===== src/rtl/sensor_guard_multi.sv =====
// Multi-channel sensor plausibility guard: per-channel warm-up, debounced trip,
// timed relay opening with bounded rechecks and a latched definitive failure.
module sensor_guard_multi #(
  parameter int N_CH       = 4,
  parameter int SEN_W      = 12,
  parameter int HEAT_TICKS = 125,
  parameter int DEBOUNCE   = 3,
  parameter int WAIT_TICKS = 313,
  parameter int MAX_RETRY  = 3
) (
  input  logic                    clk_16ms,
  input  logic                    rst,
  input  logic                    enable,
  input  logic [N_CH*SEN_W-1:0]   sen,
  input  logic [N_CH*SEN_W-1:0]   sen_ref,
  input  logic [N_CH*SEN_W-1:0]   threshold,
  input  logic [N_CH-1:0]         clear_fail,
  output logic [N_CH-1:0]         relay_out,
  output logic [N_CH-1:0]         def_fail,
  output logic                    any_fail,
  output logic [3*N_CH-1:0]       state_dbg
);

  typedef enum logic [2:0] {
    ST_IDLE     = 3'd0,
    ST_HEAT     = 3'd1,
    ST_MONITOR  = 3'd2,
    ST_OPEN     = 3'd3,
    ST_WAIT     = 3'd4,
    ST_RECHECK  = 3'd5,
    ST_DEF_FAIL = 3'd6
  } state_t;

  localparam int HW = $clog2(HEAT_TICKS) + 1;
  localparam int DW = $clog2(DEBOUNCE) + 1;
  localparam int WW = $clog2(WAIT_TICKS) + 1;
  localparam int RW = $clog2(MAX_RETRY) + 1;

  // Counters compare against "last" values so they stop before ever wrapping.
  localparam logic [HW-1:0] HEAT_LAST  = HW'(HEAT_TICKS - 1);
  localparam logic [DW-1:0] DEB_LAST   = DW'(DEBOUNCE - 1);
  localparam logic [WW-1:0] WAIT_LAST  = WW'(WAIT_TICKS - 1);
  localparam logic [RW-1:0] RETRY_LAST = RW'(MAX_RETRY - 1);

  function automatic logic fault_of(input logic [SEN_W-1:0] value,
                                    input logic [SEN_W-1:0] ref_value,
                                    input logic [SEN_W-1:0] limit);
    logic [SEN_W-1:0] diff;
    if (value >= ref_value) begin
      diff = value - ref_value;
    end else begin
      diff = ref_value - value;
    end
    return diff > limit;
  endfunction

  for (genvar i = 0; i < N_CH; i++) begin : g_ch
    state_t          state_r;
    logic [HW-1:0]   heat_cnt_r;
    logic [DW-1:0]   deb_cnt_r;
    logic [WW-1:0]   wait_cnt_r;
    logic [RW-1:0]   retry_cnt_r;
    logic            relay_r;
    logic            fail_r;
    logic            fault_s;

    assign fault_s = fault_of(sen[i*SEN_W +: SEN_W],
                              sen_ref[i*SEN_W +: SEN_W],
                              threshold[i*SEN_W +: SEN_W]);

    // Channel FSM; DEF_FAIL is checked before enable so that enable cannot release it.
    always_ff @(posedge clk_16ms or posedge rst) begin
      if (rst) begin
        state_r     <= ST_IDLE;
        heat_cnt_r  <= '0;
        deb_cnt_r   <= '0;
        wait_cnt_r  <= '0;
        retry_cnt_r <= '0;
        relay_r     <= 1'b0;
        fail_r      <= 1'b0;
      end else if (state_r == ST_DEF_FAIL) begin
        if (clear_fail[i]) begin
          state_r     <= ST_IDLE;
          retry_cnt_r <= '0;
          relay_r     <= 1'b0;
          fail_r      <= 1'b0;
        end else begin
          relay_r <= 1'b1;
          fail_r  <= 1'b1;
        end
      end else if (!enable) begin
        state_r     <= ST_IDLE;
        heat_cnt_r  <= '0;
        deb_cnt_r   <= '0;
        wait_cnt_r  <= '0;
        retry_cnt_r <= '0;
        relay_r     <= 1'b0;
        fail_r      <= 1'b0;
      end else begin
        case (state_r)
          ST_IDLE: begin
            state_r    <= ST_HEAT;
            heat_cnt_r <= '0;
            relay_r    <= 1'b0;
          end
          ST_HEAT: begin
            if (heat_cnt_r >= HEAT_LAST) begin
              state_r    <= ST_MONITOR;
              heat_cnt_r <= '0;
              deb_cnt_r  <= '0;
            end else begin
              heat_cnt_r <= heat_cnt_r + HW'(1);
            end
          end
          ST_MONITOR: begin
            if (!fault_s) begin
              deb_cnt_r <= '0;
            end else if (deb_cnt_r >= DEB_LAST) begin
              state_r   <= ST_OPEN;
              deb_cnt_r <= '0;
              relay_r   <= 1'b1;
            end else begin
              deb_cnt_r <= deb_cnt_r + DW'(1);
            end
          end
          ST_OPEN: begin
            state_r    <= ST_WAIT;
            wait_cnt_r <= '0;
            relay_r    <= 1'b1;
          end
          ST_WAIT: begin
            if (wait_cnt_r >= WAIT_LAST) begin
              state_r    <= ST_RECHECK;
              wait_cnt_r <= '0;
            end else begin
              wait_cnt_r <= wait_cnt_r + WW'(1);
            end
          end
          ST_RECHECK: begin
            if (!fault_s) begin
              state_r     <= ST_MONITOR;
              retry_cnt_r <= '0;
              deb_cnt_r   <= '0;
              relay_r     <= 1'b0;
            end else if (retry_cnt_r >= RETRY_LAST) begin
              state_r     <= ST_DEF_FAIL;
              retry_cnt_r <= RW'(MAX_RETRY);
              relay_r     <= 1'b1;
              fail_r      <= 1'b1;
            end else begin
              state_r     <= ST_WAIT;
              retry_cnt_r <= retry_cnt_r + RW'(1);
              wait_cnt_r  <= '0;
            end
          end
          default: begin
            state_r     <= ST_IDLE;
            heat_cnt_r  <= '0;
            deb_cnt_r   <= '0;
            wait_cnt_r  <= '0;
            retry_cnt_r <= '0;
            relay_r     <= 1'b0;
            fail_r      <= 1'b0;
          end
        endcase
      end
    end

    assign relay_out[i]        = relay_r;
    assign def_fail[i]         = fail_r;
    assign state_dbg[3*i +: 3] = state_r;
  end

  // Pure OR of registered flags: no input-to-output path, same timing as def_fail.
  assign any_fail = |def_fail;

endmodule


===== config.mk =====
export PLATFORM = sky130hd
export DESIGN_NAME = sensor_guard_multi
export DESIGN_NICKNAME = d
export VERILOG_FILES = /design/src/rtl/sensor_guard_multi.sv
export SDC_FILE = /design/constraint.sdc
export NUM_CORES = 1
export LEC_CHECK = 0
export CAP_MARGIN = 20
export CORE_ASPECT_RATIO = 0.75
export CORE_MARGIN = 2
export CORE_UTILIZATION = 61
export DETAILED_ROUTE_END_ITERATION = 10
export PLACE_DENSITY = 0.93
export SKIP_CTS_REPAIR_TIMING = 1
export SLEW_MARGIN = 10
export SYNTH_ARGS = -nofsm -noshare
export SYNTH_HDL_FRONTEND = slang
export SYNTH_SLANG_ARGS = --single-unit

===== constraint.sdc =====
create_clock -name clk_16ms -period 11.1 [get_ports clk_16ms]
set_input_delay 3.33 -clock clk_16ms [delete_from_list [all_inputs] [get_ports clk_16ms]]
set_output_delay 3.33 -clock clk_16ms [all_outputs]
set_load 0.01 [all_outputs]

# == After elaboration in Yosys (flattened, before gate mapping) ==
# Index checks and enable logic that the tools add are counted.
# word_totals
wordCells,393
inputBits,151
reg_bits,116
output_inout_bits,21
# classes
n_bitwise,4
n_eq_ne,92
add_sub_neg,24
mux,168
magnitude_cmp,24
reduce_logical,53
# ops
cell,count
2-to-1 mux 3 bit,68
2-to-1 mux 10 bit,16
one-hot mux 10 bit (3 select lines),4
"inequality test 4 bit, second input constant",24
subtractor 12 bit,8
one-hot mux 3 bit (6 select lines),4
2-to-1 mux 8 bit,8
one-hot mux 8 bit (2 select lines),4
greater-or-equal comparator 12 bit,4
greater-than comparator 12 bit,4
2-to-1 mux 12 bit,4
"inequality test 3 bit, second input constant",16
one-hot mux 3 bit (4 select lines),4
AND reduction 4 bit,12
"adder 10 x 1 -> 10 bit, second input constant",4
"greater-or-equal comparator 10 x 9 -> 1 bit, second input constant",4
2-to-1 mux 1 bit,40
"== test 3 bit, second input constant",12
"adder 8 x 1 -> 8 bit, second input constant",4
"greater-or-equal comparator 8 x 7 -> 1 bit, second input constant",4
"inequality test 2 bit, second input constant",16
"adder 3 x 1 -> 3 bit, second input constant",8
"== test 3 x 2 -> 1 bit, second input constant",8
"greater-or-equal comparator 3 x 2 -> 1 bit, second input constant",8
other kinds (16),77

# == Depth between registers and ports, before layout ==
# logic_depth
ltp_word,7
depth_mapped,22

# == Least setup slack after synthesis ==
# OpenSTA, ideal clock, no wires.
# synth_path
path_type,input to register
startpoint,input port sen[36]
endpoint,register g_ch[3].relay_r
n_path_buf,0
path_slack_ps,3785
setup_time_ps,119
stages,19
arrival_ps,7196
cell_sequence,inv_1 ha_1 inv_1 fa_1 a21o_1 a21o_1 a221oi_2 mux2i_1 a221oi_2 o21ai_1 xor2_1 ha_1 and4_1 nand2_1 o221a_2 a21boi_1 nand4_1 o311a_1 o21a_1
# synth_between
elab_chain_len,7
# synth_lines
item,line_no,text
from (decl),14,"input logic [N_CH*SEN_W-1:0] sen,"
subtractor 12 bit (tied with other cells),52,diff = ref_value - value;
2-to-1 mux 12 bit (*),49,if (value >= ref_value) begin
greater-than comparator 12 bit (*),54,return diff > limit;
2-to-1 mux 1 bit,140,if (!fault_s) begin
one-hot mux 1 bit (4 select lines),100,case (state_r)
2-to-1 mux 1 bit,91,end else if (!enable) begin
2-to-1 mux 1 bit,81,end else if (state_r == ST_DEF_FAIL) begin
to (signal assigned),85,relay_r <= 1'b0;
to (signal assigned),104,relay_r <= 1'b0;
to (signal assigned),144,relay_r <= 1'b0;
to (decl),63,logic relay_r;
# Mark *: on every way between the ends. The rest lies on a longest branch, timed or not.
# A chain may end at the register's enable or synchronous reset.

# == Worst setup path after layout ==
# Ends and elaborated chain as after synthesis.

==> qor_table.md <==
| Quantity | This run |
| --- | --- |
| Result of the run | complete, no violations |
| WHS Path Cells | 1 |
| Final period demand of the worst path | 8.547 ns |
| Combinational cell fraction of total power | 42.5% |
| Util after Layout | 75.06% |
| Max layer used | met4 |
| # setup viols final | 0 |
| Combined area of the multi-input logic cells | 8174 µm² |
| Post-place instance area | 13880 µm² |
| Share of the clock period used by the worst path after layout | 77.00% |
| Fillcell total | 1385 |
| Iteration count of the initial detailed-routing pass | 5 |
| Number of ports placed on the die boundary | 172 |
| Detail Route Antenna Nets | 0 |
| Syn_nets | 1863 |
| Area of the die | 20950 µm² |
| Gate Count Post-Synth | 1528 |
| Share of layout cells above drive strength 1 | 3.805% |
| Final slew viol count | 0 |
| Synth Warn # | 0 |
| Power per cell area | 140.0 nW/µm² |
| Leakage dissipation | 7.158 nW |
| Clock sinks | 116 |
| Register bit total from synthesis | 116 |
| Proportion of total power due to net switching | 37.92% |
| Antenna violations before repair | 0 |
| CP Data Arrival Time | 8.86 ns |
| Area used by sequential logic in the layout | 2903 µm² |
| Area added between synthesis and finish | 20.48% |
| Hold path startpoint | g_ch[2].wait_cnt_r[5]$_DFFE_PP0P_ |
| IR drop worst, VDD | 0.0001169 V |
| Cell-internal power | 1.264 mW |
| Type of the tightest min-delay check | reg2reg |
| Routed WL | 31290 µm |
| Worst Path Max Fanout | 14 |
| Count of vias placed by the detailed router | 11960 |
| CP max stage cell | a221oi_2 |
| Reg2reg end | g_ch[1].wait_cnt_r[4]$_DFFE_PP0P_ |
| Worst path top cell family by delay | compound AO/OA/AOI/OAI gates |
| Met3 routed WL | 2206 µm |
| Top cell types by occurrence after synthesis | inv_1 (200), ha_1 (176), o21ai_0 (139), nand2_1 (129), dfrtp_1 (116) |
| Via count normalized by instance count | 6.180 |
| Global-route wire length before repair | 52480 µm |
| Launch point of the worst path | sen[36] |
| Placed wire-length estimate after detailed placement | 23420 µm |
| Flop pwr share | 27.0% |
| Final-layout setup total negative slack | 0 ns |
| Met1 WL | 13520 µm |
| Worst Path Required | 11.42 ns |
| GRT Residual Overflow | 0 |
| Die boundary width | 166.5 µm |
| NumNets Final | 2004 |
| Number of cells traversed by the worst register-to-register path | 6 |
| Count of input and output buffers | 171 |
| Critical register-to-register path startpoint | g_ch[1].state_r[2]$_DFFE_PP0P_ |
| Library cell with the largest summed area after synthesis | dfrtp_1 |
| Proportion of synthesized chip area in sequential cells | 24.04% |
| Worst slack at placement | 2.224 ns |
| Dominant cell by count in the synthesized netlist | inv_1 |
| Most used flip-flop cell after synthesis | dfrtp_1 |
| Smallest setup slack after layout | 2.553 ns |
| H-tree level count | 4 |
| Cts bufs inserted | 17 |
| Max-slew headroom at the worst pin | 26.70% |
| Clock slew at reported path FFs | 0.06 ns |
| Startpoint type of the worst setup path | input port |
| DR iter-0 viols | 1334 |
| Global Route Usage Sum | 29.45% |
| Setup slack of the worst register-to-register path | 8.34 ns |
| CTS Buffer Depth | 2 |
| Number of distinct standard cells referenced by the synthesized netlist | 77 |
| Floorplan row count | 44 |
| Final routed wire length divided by cell count | 16.17 µm |
| Critical-path cell list | clkdlybuf4s50_1 > inv_1 > ha_1 > inv_1 > fa_1 > a21o_1 > a21o_1 > a221oi_2 > mux2i_1 > a221oi_2 > o21ai_1 > xor2_1 > ha_1 > and4_1 > nand2_1 > o221a_2 > a21boi_1 > nand4_1 > o311a_1 > o21a_1 |
| Crit path buf inv count | 3 |
| Portion of synthesized cell area occupied by the leading cell type | 24.04% |
| Final count of hold timing violations | 0 |
| Netlist Area Pre-Place | 12070 µm² |
| CTS Root Buffer Type | clkbuf_16 |
| Number of synthesized flops with an enable pin | 0 |
| Net switching power | 0.7723 mW |
| Post-synthesis average cell area | 7.902 µm² |
| Crit Path Category | in2reg |
| Setup repair after global routing missed its margin | false |
| Largest net degree at the start of global routing | 64 |
| Actual transition at the worst max-transition pin | 1.099 ns |
| DR DRC count | 0 |
| Kind of end point of the critical path | flip-flop |
| Met2 routed wirelength | 14780 µm |
| Main area contributors after synthesis | dfrtp_1 (24%), ha_1 (18%), inv_1 (6.2%) |
| Ys async rst share | 100.0% |
| Starting Density | 62.31% |
| Number of inserted diodes | 0 |
| Clk pwr share | 30.5% |
| Routability cong. | 0.9483 |
| Final design instance area without fill | 14550 µm² |
| Clock latency of the later-clocked register in the worst-skew pair | 0.42 ns |
| Floorplan die height | 125.8 µm |
| Max-capacitance violation count | 0 |
| Sink of the worst hold path | g_ch[2].wait_cnt_r[5]$_DFFE_PP0P_ |
| Vias in the first global route | 11460 |
| CTS tree | done |
| Slowest Stage Delay on Critical Path | 0.93 ns |
| Setup clock skew after layout | 0.01214 ns |
| Upper clock frequency limit | 0.1170 GHz |
| Floorplan Core Area | 19380 µm² |
## area by class of cell
cell class | count | area share, %
Sequential cell | 116 | 19.96
Clock inverter | 9 | 1.187
Clock buffer | 23 | 3.355
Inverter | 200 | 5.178
Multi-Input combinational cell | 1159 | 56.19
Timing Repair Buffer | 175 | 11.96
Tap cell | 253 | 2.176
## kinds of logic (layout without fill, tap and decap cells)
| group | after synthesis | after routing | share of synthesized area [%] |
|---|---|---|---|
| flops | 116 | 116 | 24.04 |
| mux | 26 | 26 | 2.290 |
| simple gates | 436 | 436 | 18.10 |
| compound gates | 472 | 472 | 24.77 |
| buf+inv | 253 | 407 | 8.259 |
| fa+ha+maj | 184 | 184 | 19.56 |
| xor+xnor | 41 | 41 | 2.974 |
## flip-flops by register name (all words and copies together) (netlist names)
| register | cells |
|---|---|
| g_ch.deb_cnt_r | 12 |
| g_ch.fail_r | 4 |
| g_ch.heat_cnt_r | 32 |
| g_ch.relay_r | 4 |
| g_ch.retry_cnt_r | 12 |
| g_ch.state_r | 12 |
| g_ch.wait_cnt_r | 40 |
## worst register-to-register path, cell delays in order, from the launching register on
cell	delay (ns)
dfrtp_1	0.63
nand2_1	0.08
or4_1	0.40
a21oi_1	0.73
nand2_1	0.34
or3_1	0.42
o21ai_0	0.08
## stage by stage
| step | instances | total power [mW] | hold slack (ns) |
|---|---|---|---|
| 6_report | 1935 | 2.037 | 0.4817 |
| 5_1_grt | 1935 | 2.158 | 0.5245 |
| 4_1_cts | 1934 | 2.020 | 0.4818 |
| 3_5_place_dp | 1902 | 1.386 | 0.4699 |
| 3_3_place_gp | 1902 | 1.344 | 0.4599 |
| 2_1_floorplan | 1528 | 1.123 | 0.4375 |
## power groups by stage
stage          clock, mW  sequential, mW  combinational, mW
6_report           0.622           0.549              0.866
5_1_grt            0.646           0.557              0.954
4_1_cts            0.625           0.544              0.850
3_5_place_dp           0           0.551              0.835
3_3_place_gp           0           0.546              0.797
2_1_floorplan          0           0.513              0.610
## worst max-delay path by stage
stage / to / slack, ns / cells past startpoint
floorplan: g_ch[3].relay_r$_DFFE_PP0P_ / 3.79 / 19
global placement: g_ch[3].relay_r$_DFFE_PP0P_ / 2.47 / 20
detailed placement: g_ch[3].relay_r$_DFFE_PP0P_ / 2.22 / 20
CTS: g_ch[3].relay_r$_DFFE_PP0P_ / 2.65 / 20
global route: g_ch[3].relay_r$_DFFE_PP0P_ / 2.20 / 19
finish: g_ch[3].relay_r$_DFFE_PP0P_ / 2.55 / 20
## placed cells by master (no fill, tap or decap), types with 25 or more instances in the layout
cell,netlist,routed
clkdlybuf4s50_1,0,171
ha_1,176,176
inv_1,200,199
o21ai_0,139,138
a21oi_1,115,115
dfrtp_1,116,116
nor2_1,77,77
nor2b_1,27,27
nand3_1,50,50
nand4_1,27,27
nand2_1,129,129
xnor2_1,25,25
a21o_1,41,41
## routing by layer
layer | vias to the layer above | global-route usage (%)
li1 | 5683 | -
met5 | - | 0
met4 | 0 | 10.09
met3 | 84 | 4.714
met1 | 5582 | 39.04
met2 | 610 | 49.37
Power figures use the tool's default switching activity.
